<file path="src/rtl/mmio_responder.sv">
// Memory-mapped I/O responder: UART RX/TX byte FIFOs plus cycle and retired-instruction counters.
// Loads return registered data one cycle after the request, like a synchronous RAM read.
module mmio_responder #(
  parameter logic [3:0]  BASE_NIBBLE = 4'h8,
  parameter int unsigned RX_DEPTH    = 4,
  parameter int unsigned TX_DEPTH    = 4
) (
  input  logic        clk,
  input  logic        rst_n,
  input  logic [31:0] req_addr,
  input  logic [31:0] req_wdata,
  input  logic [3:0]  req_wmask,
  input  logic        req_rd,
  output logic [31:0] rdata,
  input  logic        inst_retired,
  input  logic [7:0]  rx_in_data,
  input  logic        rx_in_valid,
  output logic        rx_in_ready,
  output logic [7:0]  tx_out_data,
  output logic        tx_out_valid,
  input  logic        tx_out_ready
);

  localparam int unsigned RX_AW = $clog2(RX_DEPTH);
  localparam int unsigned TX_AW = $clog2(TX_DEPTH);
  localparam int unsigned RX_CW = RX_AW + 1;
  localparam int unsigned TX_CW = TX_AW + 1;

  localparam logic [7:0] OFF_STATUS = 8'h00;
  localparam logic [7:0] OFF_RXDATA = 8'h04;
  localparam logic [7:0] OFF_TXDATA = 8'h08;
  localparam logic [7:0] OFF_CYCLE  = 8'h10;
  localparam logic [7:0] OFF_INSTR  = 8'h14;
  localparam logic [7:0] OFF_CNTRST = 8'h18;

  logic [7:0]       rx_mem [RX_DEPTH];
  logic [RX_AW-1:0] rx_wr_ptr, rx_rd_ptr;
  logic [RX_CW-1:0] rx_count;
  logic [7:0]       tx_mem [TX_DEPTH];
  logic [TX_AW-1:0] tx_wr_ptr, tx_rd_ptr;
  logic [TX_CW-1:0] tx_count;
  logic             tx_ovf;
  logic [31:0]      cycle_cnt;
  logic [31:0]      instret_cnt;

  logic        rx_full, rx_empty, tx_full, tx_empty;
  logic        sel, ld, st;
  logic [7:0]  off;
  logic        rx_push, rx_pop, tx_push, tx_pop, tx_push_req, ovf_set, ovf_clr, cnt_clr;
  logic [31:0] rd_val;

  // Unused address/data bits gathered so lint sees them consumed.
  logic unused_ok;
  assign unused_ok = ^{req_addr[27:8], req_wdata[31:8]};

  assign rx_full  = (rx_count == RX_CW'(RX_DEPTH));
  assign rx_empty = (rx_count == '0);
  assign tx_full  = (tx_count == TX_CW'(TX_DEPTH));
  assign tx_empty = (tx_count == '0);

  assign rx_in_ready  = !rx_full;
  assign tx_out_valid = !tx_empty;
  assign tx_out_data  = tx_mem[tx_rd_ptr];

  assign sel = (req_addr[31:28] == BASE_NIBBLE);
  assign off = req_addr[7:0];
  assign ld  = req_rd & sel;
  assign st  = (|req_wmask) & sel;

  // Full/empty flags are pre-edge, so a same-cycle pop never frees a slot for a push.
  assign rx_push     = rx_in_valid & !rx_full;
  assign rx_pop      = ld & (off == OFF_RXDATA) & !rx_empty;
  assign tx_push_req = st & (off == OFF_TXDATA);
  assign tx_push     = tx_push_req & !tx_full;
  assign ovf_set     = tx_push_req & tx_full;
  assign tx_pop      = !tx_empty & tx_out_ready;
  assign ovf_clr     = ld & (off == OFF_STATUS);
  assign cnt_clr     = st & (off == OFF_CNTRST);

  // Load data mux over pre-edge state.
  always_comb begin
    rd_val = '0;
    if (sel) begin
      case (off)
        OFF_STATUS: rd_val = {29'b0, tx_ovf, !rx_empty, !tx_full};
        OFF_RXDATA: rd_val = rx_empty ? 32'b0 : {24'b0, rx_mem[rx_rd_ptr]};
        OFF_CYCLE:  rd_val = cycle_cnt;
        OFF_INSTR:  rd_val = instret_cnt;
        default:    rd_val = '0;
      endcase
    end
  end

  always_ff @(posedge clk) begin
    if (rx_push) rx_mem[rx_wr_ptr] <= rx_in_data;
    if (tx_push) tx_mem[tx_wr_ptr] <= req_wdata[7:0];
  end

  always_ff @(posedge clk or negedge rst_n) begin
    if (!rst_n) begin
      rx_wr_ptr   <= '0;
      rx_rd_ptr   <= '0;
      rx_count    <= '0;
      tx_wr_ptr   <= '0;
      tx_rd_ptr   <= '0;
      tx_count    <= '0;
      tx_ovf      <= 1'b0;
      cycle_cnt   <= '0;
      instret_cnt <= '0;
      rdata       <= '0;
    end else begin
      if (rx_push) rx_wr_ptr <= rx_wr_ptr + RX_AW'(1);
      if (rx_pop)  rx_rd_ptr <= rx_rd_ptr + RX_AW'(1);
      rx_count <= rx_count + RX_CW'(rx_push) - RX_CW'(rx_pop);

      if (tx_push) tx_wr_ptr <= tx_wr_ptr + TX_AW'(1);
      if (tx_pop)  tx_rd_ptr <= tx_rd_ptr + TX_AW'(1);
      tx_count <= tx_count + TX_CW'(tx_push) - TX_CW'(tx_pop);

      // A fresh overflow wins over a same-cycle status-read clear.
      if (ovf_set)      tx_ovf <= 1'b1;
      else if (ovf_clr) tx_ovf <= 1'b0;

      if (cnt_clr) begin
        cycle_cnt   <= '0;
        instret_cnt <= '0;
      end else begin
        cycle_cnt   <= cycle_cnt + 32'd1;
        instret_cnt <= instret_cnt + 32'(inst_retired);
      end

      if (req_rd) rdata <= rd_val;
    end
  end

endmodule

</file>
<file path="config.mk">
export PLATFORM = sky130hd
export DESIGN_NAME = mmio_responder
export DESIGN_NICKNAME = d
export VERILOG_FILES = /design/src/rtl/mmio_responder.sv
export SDC_FILE = /design/constraint.sdc
export NUM_CORES = 1
export LEC_CHECK = 0
export CAP_MARGIN = 20
export CORE_MARGIN = 2
export CORE_UTILIZATION = 30
export CTS_BUF_LIST = sky130_fd_sc_hd__clkbuf_8
export DETAILED_ROUTE_END_ITERATION = 8
export PLACE_DENSITY_LB_ADDON = 0.15
export SYNTH_ARGS = -nofsm -noshare
export SYNTH_HDL_FRONTEND = slang
export SYNTH_SLANG_ARGS = --single-unit
</file>
<file path="constraint.sdc">
create_clock -name clk -period 2.5 [get_ports clk]
set_input_delay 0.5 -clock clk [delete_from_list [all_inputs] [get_ports clk]]
set_output_delay 0.5 -clock clk [all_outputs]
set_load 0.05 [all_outputs]
</file>
### After elaboration in Yosys (flattened, before gate mapping)

Memory sizes are Yosys's and may differ from the RTL's.
Cells that the tools add are included.

* bits of input ports: 82
* bits in writable memories: 64
* output and inout port bits: 42
* memories kept: 2
* word-level logic and storage cells: 61
* register bits after elaboration: 111

* add/subtract/negate cells: 10
* mux-type cells: 11
* bitwise operators: 11
* reduce and logical (&&, ||, !) cells: 9
* equal/unequal tests: 8

Memories
* rx_mem: words 4, bits a word 8, read ports 1, clocked after memory_dff 0, write ports 1, line 36 `logic [7:0] rx_mem [RX_DEPTH];`
* tx_mem: words 4, bits a word 8, read ports 1, clocked after memory_dff 0, write ports 1, line 39 `logic [7:0] tx_mem [TX_DEPTH];`

Operators with widths (count)
* $pmux W32 S4: 1
* $mux W32: 3
* $add A32 B1 Y32: 1
* $add A32 B1 Y32 const B: 1
* $eq A8 B5 Y1 const B: 3
* $and A1 B1 Y1: 11
* $add A2 B1 Y2 const B: 4
* $eq A8 B3 Y1 const B: 1
* $eq A8 B4 Y1 const B: 1
* $logic_not A8 Y1: 1
* $mux W8: 1
* $add A3 B1 Y3: 2
* $eq A3 B3 Y1 const B: 2
* $logic_not A3 Y1: 2
* $mux W1: 6
* $sub A3 B1 Y3: 2
* $eq A4 B4 Y1 const B: 1
* $logic_not A1 Y1: 4
* $reduce_or A4 Y1: 1
* $reduce_bool A2 Y1: 1

### Depth between registers and ports, before layout

Gate-level depths: netlist of the first run.

* depth after elaboration: 6
* depth in mapped cells: 12
* depth with buffers taken out: 12

### Worst setup path after synthesis of the first run

OpenSTA, ideal clock, no wires.

* path type: input -> register
* start: in req_addr[29]
* end: reg rx_count[2]
* path buffers: 0
* arrival: 2498 ps
* required time: 2377 ps
* stages: 10
* setup slack: -121 ps
* setup time: 123 ps
* cells stage by stage: nor4b_2 -> nand4_1 -> nor4_4 -> ha_1 -> inv_1 -> ha_1 -> inv_1 -> fa_1 -> xnor2_1 -> xnor2_1

* word-level cells in the longest chain between the ends: 5

Ends and longest elaborated chain
* start: declaration: line 10 `input logic [31:0] req_addr,`
* $eq A4 B4 Y1: line 65 `assign sel = (req_addr[31:28] == BASE_NIBBLE);`
* $and A1 B1 Y1: line 67 `assign ld = req_rd & sel;`
* $and A1 B1 Y1 (2 in series): line 72 `assign rx_pop = ld & (off == OFF_RXDATA) & !rx_empty;`
* via rx_pop: line 49 `logic rx_push, rx_pop, tx_push, tx_pop, tx_push_req, ovf_set, ovf_clr, cnt_clr;`
* $sub A3 B1 Y3: line 114 `rx_count <= rx_count + RX_CW'(rx_push) - RX_CW'(rx_pop);`
* end signal: assignment: line 114
* end: declaration: line 38 `logic [RX_CW-1:0] rx_count;`

The timed path passes the listed nets, and every way through them passes these cells.
A chain may end at the register's enable or synchronous reset.

### Worst setup path in the final report of the first run

* start: in req_addr[30]
* end: reg tx_count[2]

* word-level cells in the longest chain between the ends: 6

Ends and longest elaborated chain
* $eq A4 B4 Y1: line 65
* $and A1 B1 Y1: line 68 `assign st = (|req_wmask) & sel;`
* $and A1 B1 Y1: line 73 `assign tx_push_req = st & (off == OFF_TXDATA);`
* $and A1 B1 Y1: line 74 `assign tx_push = tx_push_req & !tx_full;`
* $add A3 B1 Y3: line 118 `tx_count <= tx_count + TX_CW'(tx_push) - TX_CW'(tx_pop);`
* $sub A3 B1 Y3: line 118
* end signal: assignment: line 118
* end: declaration: line 41 `logic [TX_CW-1:0] tx_count;`

No other way between the ends.

==> impl_metrics.json, run 1 <==
{
  "hold_path_class": "in -> async",
  "flow.area_growth_from_synthesis_pct": 24.1,
  "first_global_vias": 5717,
  "vias": 5292,
  "vdd_ir_drop_max_mv": 0.561,
  "most_common_library_cell_in_the_layout_ignoring_fill_and_taps": "dfrtp_1",
  "cts-buffers-inserted": 17,
  "cts_tree": "done",
  "total_half_perimeter_wirelength_after_legalization_and_detailed_placement_um": 12400,
  "grt_use_total_pct": 13.9,
  "fp.dieH_um": 167,
  "postSynth.topFlopCell": "dfrtp_1",
  "layout-drive-gt1-share_pct": 16.4,
  "fin_worst_skew_ps": 15.7,
  "synth.avg_cell_area_sq_um": 12.3,
  "detail_route.wl_per_cell_um": 16.8,
  "holdBufCountCts": 0,
  "finalWirelength_um": 18400,
  "synthCells": 643,
  "mappedNetlistNets": 742,
  "run_status": "finished clean",
  "floorplan.initialDensity_pct": 30.5,
  "drt_pass1_iterations": 4,
  "critical_path_class": "in -> reg",
  "clock_tree_buffer_depth": 2,
  "crit_path_start_kind": "primary input",
  "preCtsSetupSlack_ps": -668,
  "ys_async_sr_fraction_pct": 63.4,
  "slew_headroom_pct": 57.2,
  "max_freq_mhz": 416,
  "hold_slack_ps": 82.2,
  "nNetsFinal": 844,
  "postSynthRegisterBits": 175,
  "htreeDepth": 4,
  "cts.sink_count": 175,
  "post_detailed_route_count_of_antenna_violating_nets": 0,
  "dieArea_sq_um": 27700,
  "final-hold-violation-count": 0,
  "period_needed_ps": 2400,
  "dieWidth_um": 167,
  "cts_root_buf": "clkbuf_8",
  "synth-edff-count": 64,
  "grt_remaining_overflow": 0,
  "pwr_density_cell_nw_per_um2": 725,
  "n_antenna_cell": 0,
  "most-common-layout-cells": "dfrtp_1 (110), nor2_1 (69), edfxtp_1 (64)",
  "required_ps": 2890,
  "synth_top_cell_by_area": "dfrtp_1",
  "drt_first_iter_violations": 355,
  "synthDominantCellAreaShare_pct": 35.0,
  "fin_util_pct": 37.9,
  "critical_path.max_fanout": 2,
  "fin_total_pwr_mw": 7.13,
  "post_synth_instance_area_sq_um": 7930,
  "clock_latency_ps": 460,
  "largest_net_degree_at_the_start_of_global_routing": 112,
  "finalSetupTns_ps": 0,
  "leakagePower_nw": 3.96,
  "grt_pass1_wl_um": 30800,
  "ys.warnings.count": 0,
  "cap_violations": 0,
  "critPathArrivalTime_ps": 2790,
  "synth-seq-area-share_pct": 59.3,
  "final-max-slew-violation-count": 0,
  "placement.io_buffers": 79,
  "finalCritPeriodShare_pct": 96.0,
  "grt_antenna_before_repair": 0,
  "register_clock_pin_slew_on_the_reported_worst_setup_and_hold_paths_ps": 110,
  "worst_slack_setup_final_ps": 99.0,
  "top_level_ports": 124,
  "place_congestion": 0.757,
  "worst_pin_slew_ps": 642,
  "synth_area_leaders": "dfrtp_1 (35%), edfxtp_1 (24%), mux4_2 (4.5%), xor2_1 (4.5%), nor2_1 (3.3%)",
  "vias_cell": 4.84,
  "fp.coreArea_sq_um": 26000,
  "drc_errors": 0,
  "end_kind": "register",
  "placementRows": 59,
  "yosys.cell_types.count": 50,
  "setup_violations": 0
}
cell families after synthesis:
family | synth area share (%)
multiplexers | 5.08
XOR/XNOR | 7.18
flip-flops | 59.3
buffers and inverters | 4.14
adder cells (fa/ha/maj) | 2.87
AO/OA/AOI/OAI | 7.31
AND/OR/NAND/NOR | 14.1
synthesized netlist by cell type, drive strengths merged (7+ instances only):
cell type	n
dfrtp	111
a21oi	11
a22oi	24
and3	20
and2	9
inv	49
edfxtp	64
mux4	16
xnor2	24
o21ai	9
xor2	41
nor2	71
ha	15
o22ai	26
nand4	22
buf	17
clkbuf	14
nand3	29
nor3	7
nand2	19
path summary, 6_finish.rpt:
path	from	endpoint	slack (ps)	cells past startpoint
worst max-delay path	req_addr[30]	tx_count[2]$_DFF_PN0_	100	13
worst min-delay path	rst_n	instret_cnt[19]$_DFF_PN0_	80	2
worst max register to register	tx_count[1]$_DFF_PN0_	tx_count[2]$_DFF_PN0_	120	9
worst min register to register	rx_count[2]$_DFF_PN0_	rx_count[2]$_DFF_PN0_	520	1
max in group asynchronous	rst_n	tx_rd_ptr[0]$_DFFE_PN0P_	1890	2
min in group clk	rx_count[2]$_DFF_PN0_	rx_count[2]$_DFF_PN0_	520	1
stage by stage:
step | area [sq um] | std cells
floorplan | 7950 | 643
global placement | 9360 | 1060
detailed placement | 9360 | 1060
CTS | 9810 | 1092
global route | 9840 | 1093
finish | 9840 | 1093
state kept, by name, summed over array words and instances, names as in the netlist:
signal / count
rx_wr_ptr: 2
cycle_cnt: 32
tx_ovf: 1
tx_count: 3
tx_rd_ptr: 2
tx_mem: 32
rx_mem: 32
instret_cnt: 32
rx_rd_ptr: 2
rdata: 32
tx_wr_ptr: 2
rx_count: 3
routing by layer:
metal | up-vias | track usage, % | wire length, um
li1 | 2513 | - | -
met1 | 2683 | 18.0 | 8420
met2 | 80 | 23.5 | 9190
met3 | 16 | 3.35 | 574
met4 | 0 | 3.67 | 206
met5 | - | 0 | 0
worst max-delay path, cell delays in order:
cell	delay [ps]
dlygate4sd2_1	260
nor4b_4	300
nand4_1	160
nand2b_4	180
a21oi_4	110
inv_1	50
ha_1	260
inv_1	60
ha_2	160
inv_2	40
fa_2	370
xnor2_2	160
xnor2_1	180
layout make-up:
class,count,area [sq um]
Multi-Input combinational cell,388,2970
Sequential cell,175,4700
Tap cell,335,419
Inverter,49,184
Clock buffer,18,248
Clock inverter,14,175
Fill cell,2536,16100
Timing Repair Buffer,114,1140
what timing repair did:
action	CTS	global route
endpoints found under the setup margin	12	3
gates resized for setup	18	10
setup buffers	0	1
pin swaps	12	10
cloned	0	0
power breakdown:
group          internal [mW]  switching (mW)
Sequential              3.29           0.328
Clock                  0.807            1.23
Combinational          0.663           0.820
Total                   4.76            2.38
Note: power is estimated with default switching activity, not from simulation.
==> inputs of run 2 (changes only) <==
--- a/config.mk
+++ b/config.mk
@@ -6,6 +6,8 @@
 export NUM_CORES = 1
 export LEC_CHECK = 0
 export CAP_MARGIN = 20
+export CELL_PAD_IN_SITES_DETAIL_PLACEMENT = 1
+export CELL_PAD_IN_SITES_GLOBAL_PLACEMENT = 1
 export CORE_MARGIN = 2
 export CORE_UTILIZATION = 30
 export CTS_BUF_LIST = sky130_fd_sc_hd__clkbuf_8
==> run 2 against run 1 <==
Compared with the run above: clock power down 2%; via count grew 1.1%; sequential share of layout area hardly changed; total power shrank 0.41%; combinational power about the same; critical path type unchanged; largest power group unchanged; highest routed layer unchanged.
==> impl_metrics.json, run 2 (synthesis results as in run 1) <==
{
  "drt_pass1_iterations": 4,
  "critPathArrivalTime_ps": 2820,
  "worst_pin_slew_ps": 613,
  "run_status": "finished clean",
  "grt_remaining_overflow": 0,
  "leakagePower_nw": 4.00,
  "detail_route.wl_per_cell_um": 18.2,
  "required_ps": 2860,
  "dieArea_sq_um": 27700,
  "finalCritPeriodShare_pct": 98.4,
  "total_half_perimeter_wirelength_after_legalization_and_detailed_placement_um": 13800,
  "fp.dieH_um": 167,
  "place_congestion": 0.719,
  "floorplan.initialDensity_pct": 30.5,
  "worst_slack_setup_final_ps": 40.9,
  "vias": 5350,
  "setup_violations": 0,
  "cts_tree": "done",
  "top_level_ports": 124,
  "critical_path_class": "in -> reg",
  "dieWidth_um": 167,
  "clock_latency_ps": 470,
  "final-max-slew-violation-count": 0,
  "htreeDepth": 4,
  "fin_worst_skew_ps": 21.8,
  "hold_path_class": "reg -> reg",
  "period_needed_ps": 2460,
  "max_freq_mhz": 407,
  "startpoint": "req_wmask[2]",
  "most-common-layout-cells": "dfrtp_1 (109), nor2_1 (69), edfxtp_1 (64)",
  "end_kind": "register",
  "pwr_density_cell_nw_per_um2": 723,
  "critical_path.max_fanout": 2,
  "placement.io_buffers": 79,
  "vias_cell": 4.89,
  "post_detailed_route_count_of_antenna_violating_nets": 0,
  "hold_path_startpoint": "rx_count[2]$_DFF_PN0_",
  "preCtsSetupSlack_ps": -664,
  "most_common_library_cell_in_the_layout_ignoring_fill_and_taps": "dfrtp_1",
  "clock_tree_buffer_depth": 2,
  "cts.sink_count": 175,
  "cts_root_buf": "clkbuf_8",
  "timing.reg2reg.setup_slack_ps": 150,
  "critPathCapture": "tx_count[2]$_DFF_PN0_",
  "grt_pass1_wl_um": 32600,
  "placed_cells_incl_taps": 1060,
  "register_clock_pin_slew_on_the_reported_worst_setup_and_hold_paths_ps": 110,
  "grt_use_total_pct": 14.8,
  "final-hold-violation-count": 0,
  "fp.coreArea_sq_um": 26000,
  "crit_path_start_kind": "primary input",
  "first_global_vias": 5889,
  "drt_first_iter_violations": 223,
  "layout-drive-gt1-share_pct": 16.4,
  "finalWirelength_um": 19900,
  "r2r-start": "tx_count[1]$_DFF_PN0_",
  "instances_no_fill": 1095,
  "cap_violations": 0,
  "vdd_ir_drop_max_mv": 0.356,
  "n_antenna_cell": 0,
  "drc_errors": 0,
  "cts-buffers-inserted": 17,
  "largest_net_degree_at_the_start_of_global_routing": 65,
  "nNetsFinal": 846,
  "flow.area_growth_from_synthesis_pct": 24.1,
  "grt_antenna_before_repair": 0,
  "worst_reg2reg_endpoint": "tx_count[2]$_DFF_PN0_",
  "worstRegToRegCells": 9,
  "slew_headroom_pct": 58.8,
  "placementRows": 59
}
run 2: cell count changes in the layout (fill, tap and decap cells not counted), sizes merged:
| cell | previous run | this run |
|---|---|---|
| buf | 44 | 45 |
| clkbuf | 18 | 17 |
| clkdlybuf4s15 | 0 | 1 |
| clkinvlp | 0 | 1 |
| dlygate4sd2 | 10 | 3 |
| dlygate4sd3 | 0 | 1 |
| dlymetal6s2s | 7 | 13 |
run 2: through the flow:
stage | power [mW] | TNS, ps | util, % | hold slack, ps | area [sq um]
after floorplan | 4.58 | -7.95 | - | 204 | 7950
after global placement | 5.09 | -9800 | 35.9 | 480 | 9340
after detailed placement | 5.18 | -10540 | 35.9 | 496 | 9340
after CTS | 7.24 | -28.3 | 37.6 | 511 | 9770
after global routing | 7.51 | -51.4 | 37.8 | 533 | 9830
final | 7.11 | 0 | 37.8 | 509 | 9830
run 2: metal layers:
layer	vias up	part of all wire, %	global-route usage, %
met5	-	0	0
li1	2514	-	-
met1	2760	45	19.1
met3	9	3.0	2.78
met4	0	0.77	3.90
met2	67	51	25.7
run 2: final cells by class:
class	count	area (sq um)
fill	2800	16200
clock inverter	15	166
clock buffer	17	234
timing repair buffer	116	1150
multi-input combinational	388	2980
tap	335	419
sequential	175	4700
inverter	49	184
run 2: what timing repair did:
action	in CTS	in global routing
pin swaps	1	16
gates resized for setup	9	21
setup endpoints to repair	13	4
endpoints found under the hold margin	7	0
hold buffers	1	0
buffers inserted	1	1
run 2: worst min-delay path by stage:
stage	endpoint	slack (ps)	cells after the start
2_1_floorplan	cycle_cnt[0]$_DFF_PN0_	200	0
3_3_place_gp	rx_count[2]$_DFF_PN0_	480	1
3_5_place_dp	rx_count[2]$_DFF_PN0_	500	1
4_1_cts	rx_count[2]$_DFF_PN0_	510	1
5_1_grt	rx_count[2]$_DFF_PN0_	530	1
6_report	rx_count[2]$_DFF_PN0_	510	1
run 2: critical path, cell delays in order:
cell and delay [ps]:
clkdlybuf4s50_1 400, or4_1 410, nand4_1 140, nand2b_4 160
a21oi_4 30, inv_1 70, ha_1 220, inv_1 60
ha_2 160, inv_2 40, fa_2 370, xnor2_2 150
xnor2_1 120
run 2: report_power, final:
| part | internal, mW | total (mW) | switching (mW) |
|---|---|---|---|
| clock network | 0.764 | 1.99 | 1.23 |
| logic | 0.664 | 1.49 | 0.827 |
| registers | 3.29 | 3.62 | 0.335 |
| total | 4.72 | 7.11 | 2.39 |
==> RTL edit (flow settings as in run 2) <==
`TX_DEPTH`: 4 -> 2.
--- a/src/rtl/mmio_responder.sv
+++ b/src/rtl/mmio_responder.sv
@@ -3,7 +3,7 @@
 module mmio_responder #(
   parameter logic [3:0]  BASE_NIBBLE = 4'h8,
   parameter int unsigned RX_DEPTH    = 4,
-  parameter int unsigned TX_DEPTH    = 4
+  parameter int unsigned TX_DEPTH    = 2
 ) (
   input  logic        clk,
   input  logic        rst_n,
Formal check against the unedited RTL: not equivalent (a bounded check fails within 4 cycles, from zero or initial values and one cycle with rst_n low).
==> RTL edit against run 2 <==
  * Total power shrank 11%
  * Die area down 10%
  * Critical path type unchanged
  * Critical path depth decreased by 2
  * Wire length shrank 8.1%
  * Setup slack improved by 0.051 ns
  * Synthesized area is 10% lower
  * Largest cell class unchanged
  * Count of clock-buffer cells in the layout unchanged
  * Sequential cell count shrank 19
  * Non-clock buffer count up 9
  * Final area shrank 8.3%
  * Synthesized cell count shrank 8.6%
  * Maximum frequency rose by 2.1%
==> RTL edit: results (changes against run 2) <==
Power and ir drop:
- The static leakage is 3.71 nW (-7.1%).
- The fraction of power consumed by combinational cells is 0.179 (-0.031).
- The cell internal power dissipation is 0.00441 W (-6.5%).
- The sequential logic power came to 0.00321 W (-11%).
- The peak supply drop is 0.000381 V (+7.2%).

Clocking:
- The clock transition time at the flip-flop clock pins of the worst setup and hold paths was 0.09 ns (-0.02 ns).
- The total CTS buffers is 17 (unchanged).

Logic synthesis:
- The net count after synthesis is 682 (-8.1%).
- The share of async-settable or async-resettable flops after synthesis is 0.692 (+0.0580).
- The post-synthesis share of cell area spent on xor and xnor gates came to 0.0801 (+0.00823).
- The average cell area after synthesis is 12.1 µm² (-1.9%).
- In the post-synthesis netlist, the biggest area contributors are dfrtp_1 38%, edfxtp_1 20%, xor2_1 5.5%.
- The compound-cell area share of the yosys netlist is 0.0589 (-0.0141).
- Counting instances in the post-synthesis netlist gives the leading cell types as 108 x dfrtp_1, 72 x nor2_1, 48 x edfxtp_1, 45 x xor2_1, 35 x nand3_1.
- The count of unique library cells instantiated by Yosys is 47 (-6.0%).
- The sequential cell area fraction in the yosys report is 0.583 (-0.0102).
- The number of enable flip-flop cells after synthesis came to 48 (-25%).
- The adder and majority cell fraction of the synthesized area is 0.0222 (-0.00656).
- The share of synthesized area spent on multiplexers is 0.0746 (+0.0238).

Placed design:
- The final weighted congestion of routability-driven global placement is 0.777 (+8.2%).
- The number of placed instances, taps included is 1,000 (-5.7%).
- The number of buffers added on ports is 79 (unchanged).
- The detailed placer's ending HPWL was 12,900 µm (-6.1%).

Routing:
- The DRC violation total after the first TritonRoute iteration was 246 (+10%).
- The total length of routed wires is 18,300 µm (-8.1%).
- The total number of vias was 4,967 (-7.2%).
- The vias per cell is 4.78 (-2.2%).

Finish:
- The number of nets in the layout is 802 (-5.2%).
- The ratio of cells with drive above 1 in the final layout was 0.155 (-0.00913).

STA:
- The post-route clock skew is 0.0165 ns (-0.00537 ns).
- The headroom to the max-slew limit is 0.578 (-0.0108).

GRT:
- The number of global-route vias before repair is 5,562 (-5.6%).
- The initial antenna violation count is 0 (unchanged).
- The largest net degree at the start of global routing came to 41 (-37%).
- The overall fraction of global-route tracks in use is 0.160 (+0.0117).
- The first-pass GRT wire length is 30,500 µm (-6.2%).

Worst setup path:
- Among all stages on the critical path, the largest delay is contributed by clkdlybuf4s50_1.
- The family with the most delay on the worst path is adder cells.
- The capturing element type of the critical path is a register.
- The largest stage delay on the critical path is 0.47 ns (+0.06 ns).
- The maximum fanout count along the critical path is 2 (unchanged).

Worst hold path:
- The min-delay analysis places its worst path in the category input port to async pin.

Outcome:
- The run finished with clean final reports.
## RTL edit: stage by stage
step | power, W | cell area [µm²] | worst slack [ns] | utilization
5_1_grt | 0.00672 | 9010 | -0.0277 | 0.385
2_1_floorplan | 0.00393 | 7120 | 0.0144 | -
6_report | 0.00635 | 9010 | 0.0916 | 0.385
3_3_place_gp | 0.00435 | 8520 | -0.443 | 0.364
4_1_cts | 0.00645 | 8990 | 0.000642 | 0.384
3_5_place_dp | 0.00442 | 8520 | -0.561 | 0.364
## RTL edit: worst paths after layout
kind	cells past startpoint	slack (ns)	endpoint	from
setup / recovery	11	0.09	rx_count[2]$_DFF_PN0_	req_addr[31]
hold / removal	1	0.02	tx_rd_ptr$_DFFE_PN0P_	rst_n
setup reg to reg	11	0.23	rx_count[2]$_DFF_PN0_	rx_count[1]$_DFF_PN0_
hold reg to reg	1	0.49	rdata[25]$_DFFE_PN0P_	rdata[25]$_DFFE_PN0P_
max in group asynchronous	2	1.80	rdata[9]$_DFFE_PN0P_	rst_n
min in group clk	1	0.49	rdata[25]$_DFFE_PN0P_	rdata[25]$_DFFE_PN0P_
## RTL edit: final cells by class
class	count	area [µm²]
sequential	156	4150
tap	319	399
clock buffer	17	234
fill	2575	14400
timing repair buffer	125	1150
clock inverter	15	174
inverter	16	60.1
multi-input combinational	392	2850
## RTL edit: routing by layer
layer	vias up	part of all wire	wire, µm	GRT usage
met5	-	0	0	0
met4	0	0.010	183	0.0378
met3	14	0.023	412	0.0345
met2	55	0.51	9350	0.273
met1	2534	0.46	8360	0.208
li1	2364	-	-	-
## RTL edit: repair_timing
item,4_1_cts,5_1_grt
pin swaps,8,5
setup buffers,7,1
gates resized for setup,21,4
endpoints found under the setup margin,10,8
